<file path="config.mk">
export PLATFORM = sky130hd
export DESIGN_NAME = filter_conv_pipe
export DESIGN_NICKNAME = d
export VERILOG_FILES = /design/src/rtl/filter_conv_pipe.sv
export SDC_FILE = /design/constraint.sdc
export NUM_CORES = 2
export LEC_CHECK = 0
export BUFFER_PORTS_ARGS = -buffer_cell sky130_fd_sc_hd__buf_2
export CAP_MARGIN = 40
export CORE_UTILIZATION = 40
export CTS_BUF_LIST = sky130_fd_sc_hd__clkbuf_2 sky130_fd_sc_hd__clkbuf_4 sky130_fd_sc_hd__clkbuf_8
export DETAILED_ROUTE_END_ITERATION = 8
export GPL_TIMING_DRIVEN = 0
export PLACE_DENSITY = 0.64
export SKIP_LAST_GASP = 1
export SYNTH_ARGS = -nofsm -noshare
export SYNTH_HDL_FRONTEND = slang
export SYNTH_SLANG_ARGS = --single-unit
</file>
<file path="constraint.sdc">
create_clock -name i_clk -period 8.35 [get_ports i_clk]
set_input_delay 1.67 -clock i_clk [delete_from_list [all_inputs] [get_ports i_clk]]
set_output_delay 1.67 -clock i_clk [all_outputs]
set_load 0.02 [all_outputs]
</file>
<file path="src/rtl/filter_conv_pipe.sv">
// Three-stage 2-D convolution pipeline: multiply, adder tree, then abs/normalise/saturate.
// A single advance enable stalls all stages together when the output is blocked.
module filter_conv_pipe #(
  parameter int p_data_bw  = 10,
  parameter int p_win_size = 9,
  parameter int p_coef_bw  = 5
) (
  input  logic                              i_clk,
  input  logic                              i_rstn,
  input  logic [2:0]                        i_mode,
  input  logic [4:0]                        i_user_shift,
  input  logic                              i_coef_wr_en,
  input  logic [$clog2(p_win_size)-1:0]     i_coef_wr_addr,
  input  logic [p_coef_bw-1:0]              i_coef_wr_data,
  input  logic                              i_dxi_in_valid,
  output logic                              o_dxi_in_ready,
  input  logic [p_data_bw*p_win_size-1:0]   i_dxi_in_data,
  output logic [p_data_bw-1:0]              o_dxi_out_data,
  output logic                              o_dxi_out_valid,
  input  logic                              i_dxi_out_ready,
  output logic                              o_sat_flag,
  input  logic                              i_sat_clr,
  output logic [15:0]                       o_pix_count
);

  localparam int AW = $clog2(p_win_size);
  localparam int PW = p_data_bw + p_coef_bw + 1;
  localparam int SW = PW + AW;
  localparam int NW = SW + 3;
  localparam bit BUILTIN_OK = (p_win_size == 32'sd9);
  localparam logic [AW:0] WIN_CNT = (AW + 1)'(p_win_size);
  localparam logic [NW-1:0] MAX_VAL = {{(NW - p_data_bw){1'b0}}, {p_data_bw{1'b1}}};

  function automatic logic signed [4:0] kernel_coef(input logic [2:0] mode, input logic [4:0] idx);
    logic signed [4:0] k;
    k = 5'sd0;
    case (mode)
      3'd0: begin
        case (idx)
          5'd4:                   k = 5'sd4;
          5'd1, 5'd3, 5'd5, 5'd7: k = -5'sd1;
          default:                k = 5'sd0;
        endcase
      end
      3'd1: begin
        if (idx == 5'd4) k = 5'sd8;
        else             k = -5'sd1;
      end
      3'd2: begin
        case (idx)
          5'd4:                   k = 5'sd4;
          5'd1, 5'd3, 5'd5, 5'd7: k = 5'sd2;
          default:                k = 5'sd1;
        endcase
      end
      3'd3:    k = 5'sd1;
      default: k = 5'sd0;
    endcase
    return k;
  endfunction

  logic                       en_s;
  logic [2:0]                 mode_eff_s;
  logic                       coef_wr_ok_s;
  logic [p_coef_bw-1:0]       user_coef_r [p_win_size];
  logic signed [PW-1:0]       prod_s [p_win_size];
  logic signed [PW-1:0]       prod_r [p_win_size];
  logic [2:0]                 s1_mode_r, s2_mode_r;
  logic [4:0]                 s1_shift_r, s2_shift_r;
  logic                       s1_valid_r, s2_valid_r, s3_valid_r;
  logic signed [SW-1:0]       sum_s, sum_r;
  logic [SW-1:0]              abs_s;
  logic [NW-1:0]              abs_ext_s, norm_s;
  logic                       sat_s;
  logic [p_data_bw-1:0]       res_s;
  logic [p_data_bw-1:0]       out_data_r;
  logic                       sat_flag_r;
  logic [15:0]                pix_count_r;

  assign en_s            = !s3_valid_r || i_dxi_out_ready;
  assign o_dxi_in_ready  = en_s;
  assign o_dxi_out_data  = out_data_r;
  assign o_dxi_out_valid = s3_valid_r;
  assign o_sat_flag      = sat_flag_r;
  assign o_pix_count     = pix_count_r;
  assign coef_wr_ok_s    = i_coef_wr_en && ({1'b0, i_coef_wr_addr} < WIN_CNT);

  // Built-in kernels exist only for 3x3 windows; everything else falls back to user coefficients.
  always_comb begin
    if (!BUILTIN_OK || i_mode > 3'd4) mode_eff_s = 3'd4;
    else                              mode_eff_s = i_mode;
  end

  for (genvar g = 0; g < p_win_size; g++) begin : g_tap
    logic signed [4:0]    kc_s;
    logic signed [PW-1:0] coef_s, pix_s;
    assign kc_s   = kernel_coef(mode_eff_s, 5'(g));
    assign pix_s  = $signed({{(PW - p_data_bw){1'b0}}, i_dxi_in_data[g*p_data_bw +: p_data_bw]});
    assign coef_s = (mode_eff_s == 3'd4)
                  ? {{(PW - p_coef_bw){user_coef_r[g][p_coef_bw-1]}}, user_coef_r[g]}
                  : {{(PW - 5){kc_s[4]}}, kc_s};
    assign prod_s[g] = pix_s * coef_s;
  end

  // User coefficient bank; out-of-range writes are dropped.
  always_ff @(posedge i_clk or negedge i_rstn) begin
    if (!i_rstn) begin
      for (int i = 0; i < p_win_size; i++) user_coef_r[i] <= {p_coef_bw{1'b0}};
    end else if (coef_wr_ok_s) begin
      user_coef_r[i_coef_wr_addr] <= i_coef_wr_data;
    end
  end

  // Stage 1: products, with mode and shift captured at accept.
  always_ff @(posedge i_clk or negedge i_rstn) begin
    if (!i_rstn) begin
      for (int i = 0; i < p_win_size; i++) prod_r[i] <= {PW{1'b0}};
      s1_mode_r  <= 3'd0;
      s1_shift_r <= 5'd0;
      s1_valid_r <= 1'b0;
    end else if (en_s) begin
      for (int i = 0; i < p_win_size; i++) prod_r[i] <= prod_s[i];
      s1_mode_r  <= mode_eff_s;
      s1_shift_r <= i_user_shift;
      s1_valid_r <= i_dxi_in_valid;
    end
  end

  // Adder tree, sign-extended so no partial sum can overflow.
  always_comb begin
    sum_s = {SW{1'b0}};
    for (int i = 0; i < p_win_size; i++) begin
      sum_s = sum_s + {{(SW - PW){prod_r[i][PW-1]}}, prod_r[i]};
    end
  end

  // Stage 2: sum register.
  always_ff @(posedge i_clk or negedge i_rstn) begin
    if (!i_rstn) begin
      sum_r      <= {SW{1'b0}};
      s2_mode_r  <= 3'd0;
      s2_shift_r <= 5'd0;
      s2_valid_r <= 1'b0;
    end else if (en_s) begin
      sum_r      <= sum_s;
      s2_mode_r  <= s1_mode_r;
      s2_shift_r <= s1_shift_r;
      s2_valid_r <= s1_valid_r;
    end
  end

  assign abs_s     = sum_r[SW-1] ? (~sum_r + {{(SW - 1){1'b0}}, 1'b1}) : sum_r;
  assign abs_ext_s = {3'b000, abs_s};

  // Smoothing kernels never go negative, so the magnitude equals S for them.
  always_comb begin
    case (s2_mode_r)
      3'd0:    norm_s = abs_ext_s >> 2;
      3'd1:    norm_s = abs_ext_s >> 3;
      3'd2:    norm_s = abs_ext_s >> 4;
      3'd3:    norm_s = ((abs_ext_s << 3) - abs_ext_s) >> 6;
      default: norm_s = abs_ext_s >> s2_shift_r;
    endcase
  end

  assign sat_s = (norm_s > MAX_VAL);
  assign res_s = sat_s ? {p_data_bw{1'b1}} : norm_s[p_data_bw-1:0];

  // Stage 3: output register, sticky saturation and transfer counter.
  always_ff @(posedge i_clk or negedge i_rstn) begin
    if (!i_rstn) begin
      out_data_r  <= {p_data_bw{1'b0}};
      s3_valid_r  <= 1'b0;
      sat_flag_r  <= 1'b0;
      pix_count_r <= 16'd0;
    end else begin
      if (en_s) begin
        out_data_r <= res_s;
        s3_valid_r <= s2_valid_r;
      end
      if (en_s && s2_valid_r && sat_s) sat_flag_r <= 1'b1;
      else if (i_sat_clr)              sat_flag_r <= 1'b0;
      if (s3_valid_r && i_dxi_out_ready) pix_count_r <= pix_count_r + 16'd1;
    end
  end

endmodule
</file>
==> run summary <==
SYNTH
--------------------------------------------------------------------------------
Synthesized area                                                      0.0393 mm²
Post-synth EDFFs                                                               0
Prevailing post-synth register cell                                 sky130_fd_sc_hd__dfrtp_1
Average cell area after synthesis                                       9.15 µm²
Warnings, synthesis                                                            0
Share of async-settable or async-resettable flops after synthesis           1.00
Mapped Cells                                                                4293
Number of synthesized register bits                                          255
Count of distinct cell types in the synthesized netlist                       86
Sequential-to-total area share from yosys stat                             0.162
Net count after synthesis                                                   5422

DRT
--------------------------------------------------------------------------------
Vias post-DR                                                               29.0k
Wire per inst                                                            17.1 µm
Drt initial violations                                                      1896
Overall routed net length                                               99700 µm
TritonRoute pass-1 iters                                                       7
Average via count per standard cell                                         4.98
Count of antenna-violating nets left after detailed routing                    0
Remaining routing DRC violations                                              22

CTS
--------------------------------------------------------------------------------
Clk_lat worst skew                                                       0.62 ns
H-tree lvl count                                                               2
Clock tree root driver cell                                         sky130_fd_sc_hd__clkbuf_8
Setup Buffers After CTS                                                        0
Clock sink count                                                             255
Clock Pin Slew Worst Setup and Hold Paths                                0.07 ns
Maximum number of buffers from clock root to sink                              3
TritonCTS buffer count                                                        45
Clock tree from TritonCTS                                                  built

FINAL LAYOUT
--------------------------------------------------------------------------------
Share of post-route cells with drive strength above 1                     0.0757
Post-route non-filler standard cell count                                   5826
Area growth, synth to finish                                               9.24%
Net count reported at finish                                                5644

CRITICAL PATH
--------------------------------------------------------------------------------
Classification of the worst setup path                                    in2reg
Cells along the critical path                                       clkbuf_1, clkbuf_1, clkbuf_1, a21oi_1, buf_6, and2_1, fa_1, ha_1, inv_1, fa_1, fa_1, inv_1, fa_1, ha_1, o21ai_0, a21boi_0, o21ai_0, a21boi_0, o21ai_0, a21boi_0, o21ai_0, a21oi_1, xnor2_1, a21oi_1
Start of the worst register-to-register path                        user_coef_r[19]$_DFFE_PN0P_
Worst Path Buf+Inv                                                             6
Worst path max stage delay                                               0.56 ns
Largest fanout of any net on the critical path                                10
Type of origin of the critical path                                   input port
Origin of the worst setup path                                         i_mode[2]
Gate family responsible for the most delay along the worst path      adder cells
Data arrival at the endpoint of the critical path                        8.26 ns
Data required time at the worst endpoint                                 8.81 ns
Slowest cell on the critical path                                   sky130_fd_sc_hd__fa_1
Kind of capture point of the worst setup path                           register

PLACED DESIGN
--------------------------------------------------------------------------------
Detailed Place HPWL                                                     84900 µm
Final estimated routing congestion in global placement                     0.948
Placed Cells                                                                5743
Count of input and output buffers                                            138
Placement Setup Slack                                                  -0.160 ns

STA
--------------------------------------------------------------------------------
Final setup viols                                                              0
Max-slew violation total from the final report                                 0
Final number of hold-violating endpoints                                       0
Post-Route Skew                                                        0.0294 ns
Unrepaired setup endpoints after global routing                            false
Final period util                                                          0.935
Transition time at the pin with the least slew margin                   0.913 ns
Post-Route Setup TNS                                                        0 ns
Slew margin rel.                                                           0.391
Minimum period implied by the final worst setup slack                    7.81 ns
Achievable clock frequency                                               128 MHz
Final worst slack                                                       0.543 ns

DIE
--------------------------------------------------------------------------------
Core Box Area                                                         0.0970 mm²
Number of rows in the core area                                              114
Chip Height                                                               315 µm
Total die area                                                        0.0995 mm²
Starting Density                                                           0.405
Die span in x                                                             315 µm
Top-Level Pins                                                               142

GRT
--------------------------------------------------------------------------------
Maximum number of pins on one net before global-route repair                 118
Number of antenna violations at the first check in global routing              9
First-pass GRT wire length                                             164000 µm
Overflow after GRT                                                             0
Number of global-route vias before repair                                  30.4k
Global Route Usage Sum                                                     0.208

STATUS
--------------------------------------------------------------------------------
Run status                                                          finished with violations
Violated checks                                                              DRC

MIN PATH
--------------------------------------------------------------------------------
Worst min-delay path category                                            reg2reg
Source of the worst hold timing path                                s1_mode_r[2]$_DFFE_PN0N_

JOB
--------------------------------------------------------------------------------
Reported max-cap violation count                                               0

==> registers in the layout (all words and copies together) (netlist names) <==
name	cells
prod_r	144
user_coef_r	45
sum_r	20
o_pix_count	16
o_dxi_out_data	10
s1_shift_r	5
s2_shift_r	5
s1_mode_r	3
s2_mode_r	3
o_dxi_out_valid	1
o_sat_flag	1
s1_valid_r	1
s2_valid_r	1
==> final timing paths <==
path	endpoint	slack, ns	cells past startpoint
min in group asynchronous	s2_mode_r[0]$_DFFE_PN0N_	0.92	1
hold reg to reg	s2_mode_r[2]$_DFFE_PN0N_	0.46	2
setup reg to reg	prod_r[61]$_DFFE_PN0N_	2.29	21
hold / removal	s2_mode_r[2]$_DFFE_PN0N_	0.46	2
setup / recovery	prod_r[15]$_DFFE_PN0N_	0.54	24
max in group asynchronous	prod_r[86]$_DFFE_PN0N_	6.01	3
==> synthesized netlist by cell type (64+ instances only) <==
cell type                    n  area [µm²]
sky130_fd_sc_hd__nor2_1    190         713
sky130_fd_sc_hd__o21ai_0   140         701
sky130_fd_sc_hd__fa_1      628       12600
sky130_fd_sc_hd__and2_1    258        1610
sky130_fd_sc_hd__a21oi_1   207        1040
sky130_fd_sc_hd__clkbuf_1   76         285
sky130_fd_sc_hd__nand2_1   446        1670
sky130_fd_sc_hd__dfrtp_1   255        6380
sky130_fd_sc_hd__inv_1     997        3740
sky130_fd_sc_hd__xnor2_1   134        1170
sky130_fd_sc_hd__ha_1      388        4850
sky130_fd_sc_hd__xor2_1     64         561
==> routing by layer <==
metal	up-vias	GRT usage	wire, µm
met5	-	0	81
met4	12	0.0441	2070
met3	120	0.0283	5250
met2	663	0.346	47200
met1	14500	0.289	45100
li1	13700	-	-
==> placed cells by master, fill, tap and decap left out, drive strengths merged, types with 10 or more instances in the layout <==
cell | synthesis | final
a21oi | 208 | 208
or2 | 12 | 12
dfrtp | 255 | 255
mux2i | 10 | 10
nor3 | 38 | 38
nor2 | 190 | 190
mux4 | 13 | 13
nand3 | 32 | 32
a211oi | 13 | 13
xnor2 | 135 | 135
a21boi | 40 | 40
o21ai | 147 | 147
inv | 1003 | 1003
mux2 | 32 | 32
o211ai | 11 | 11
nor2b | 17 | 17
o31ai | 42 | 42
buf | 23 | 197
ha | 388 | 388
fa | 628 | 628
and2 | 258 | 258
a21o | 33 | 33
clkbuf | 76 | 144
nand2 | 446 | 446
and3 | 13 | 13
xor2 | 65 | 65
or3 | 21 | 21
nand2b | 29 | 29
==> stage by stage <==
stage          hold WS [ns]  utilization  cell area [µm²]
2_1_floorplan         0.439            -            39300
3_3_place_gp          0.452        0.429            41600
3_5_place_dp          0.456        0.432            41900
4_1_cts               0.453        0.442            42900
5_1_grt               0.498        0.443            42900
6_report              0.458        0.443            42900
==> cells by family (layout without fill, tap and decap cells) <==
group                    count (synthesis)  after routing  share of synthesized area
buffers and inverters                 1104           1357                      0.106
AO/OA/AOI/OAI                          567            567                     0.0891
other                                    0              4                          0
flip-flops                             255            255                      0.162
adder cells (fa/ha/maj)               1019           1019                      0.444
XOR/XNOR                               202            202                     0.0461
AND/OR/NAND/NOR                       1091           1091                      0.133
multiplexers                            55             55                     0.0193
==> area by class of cell <==
class / count / area (µm²)
tap: 1276 / 1600
clock inverter: 10 / 103
clock buffer: 68 / 855
inverter: 1005 / 3770
antenna: 4 / 10.0
sequential: 255 / 6380
timing repair buffer: 175 / 1060
multi-input combinational: 2934 / 28700
fill: 9484 / 54100
buffer: 99 / 402
==> worst min-delay path, stage by stage (launching register included) <==
cell and delay [ns]:
sky130_fd_sc_hd__dfrtp_1 0.34, sky130_fd_sc_hd__nand2_1 0.05, sky130_fd_sc_hd__nand2_1 0.05
==> timing repair <==
action | 4_1_cts | 5_1_grt
endpoints found under the setup margin | 0 | 3
resized for setup | 0 | 3
hold buffers | 0 | 0
Power is not shown: default switching activity piles up to over one toggle a cycle in this logic, so the estimate is an artifact.
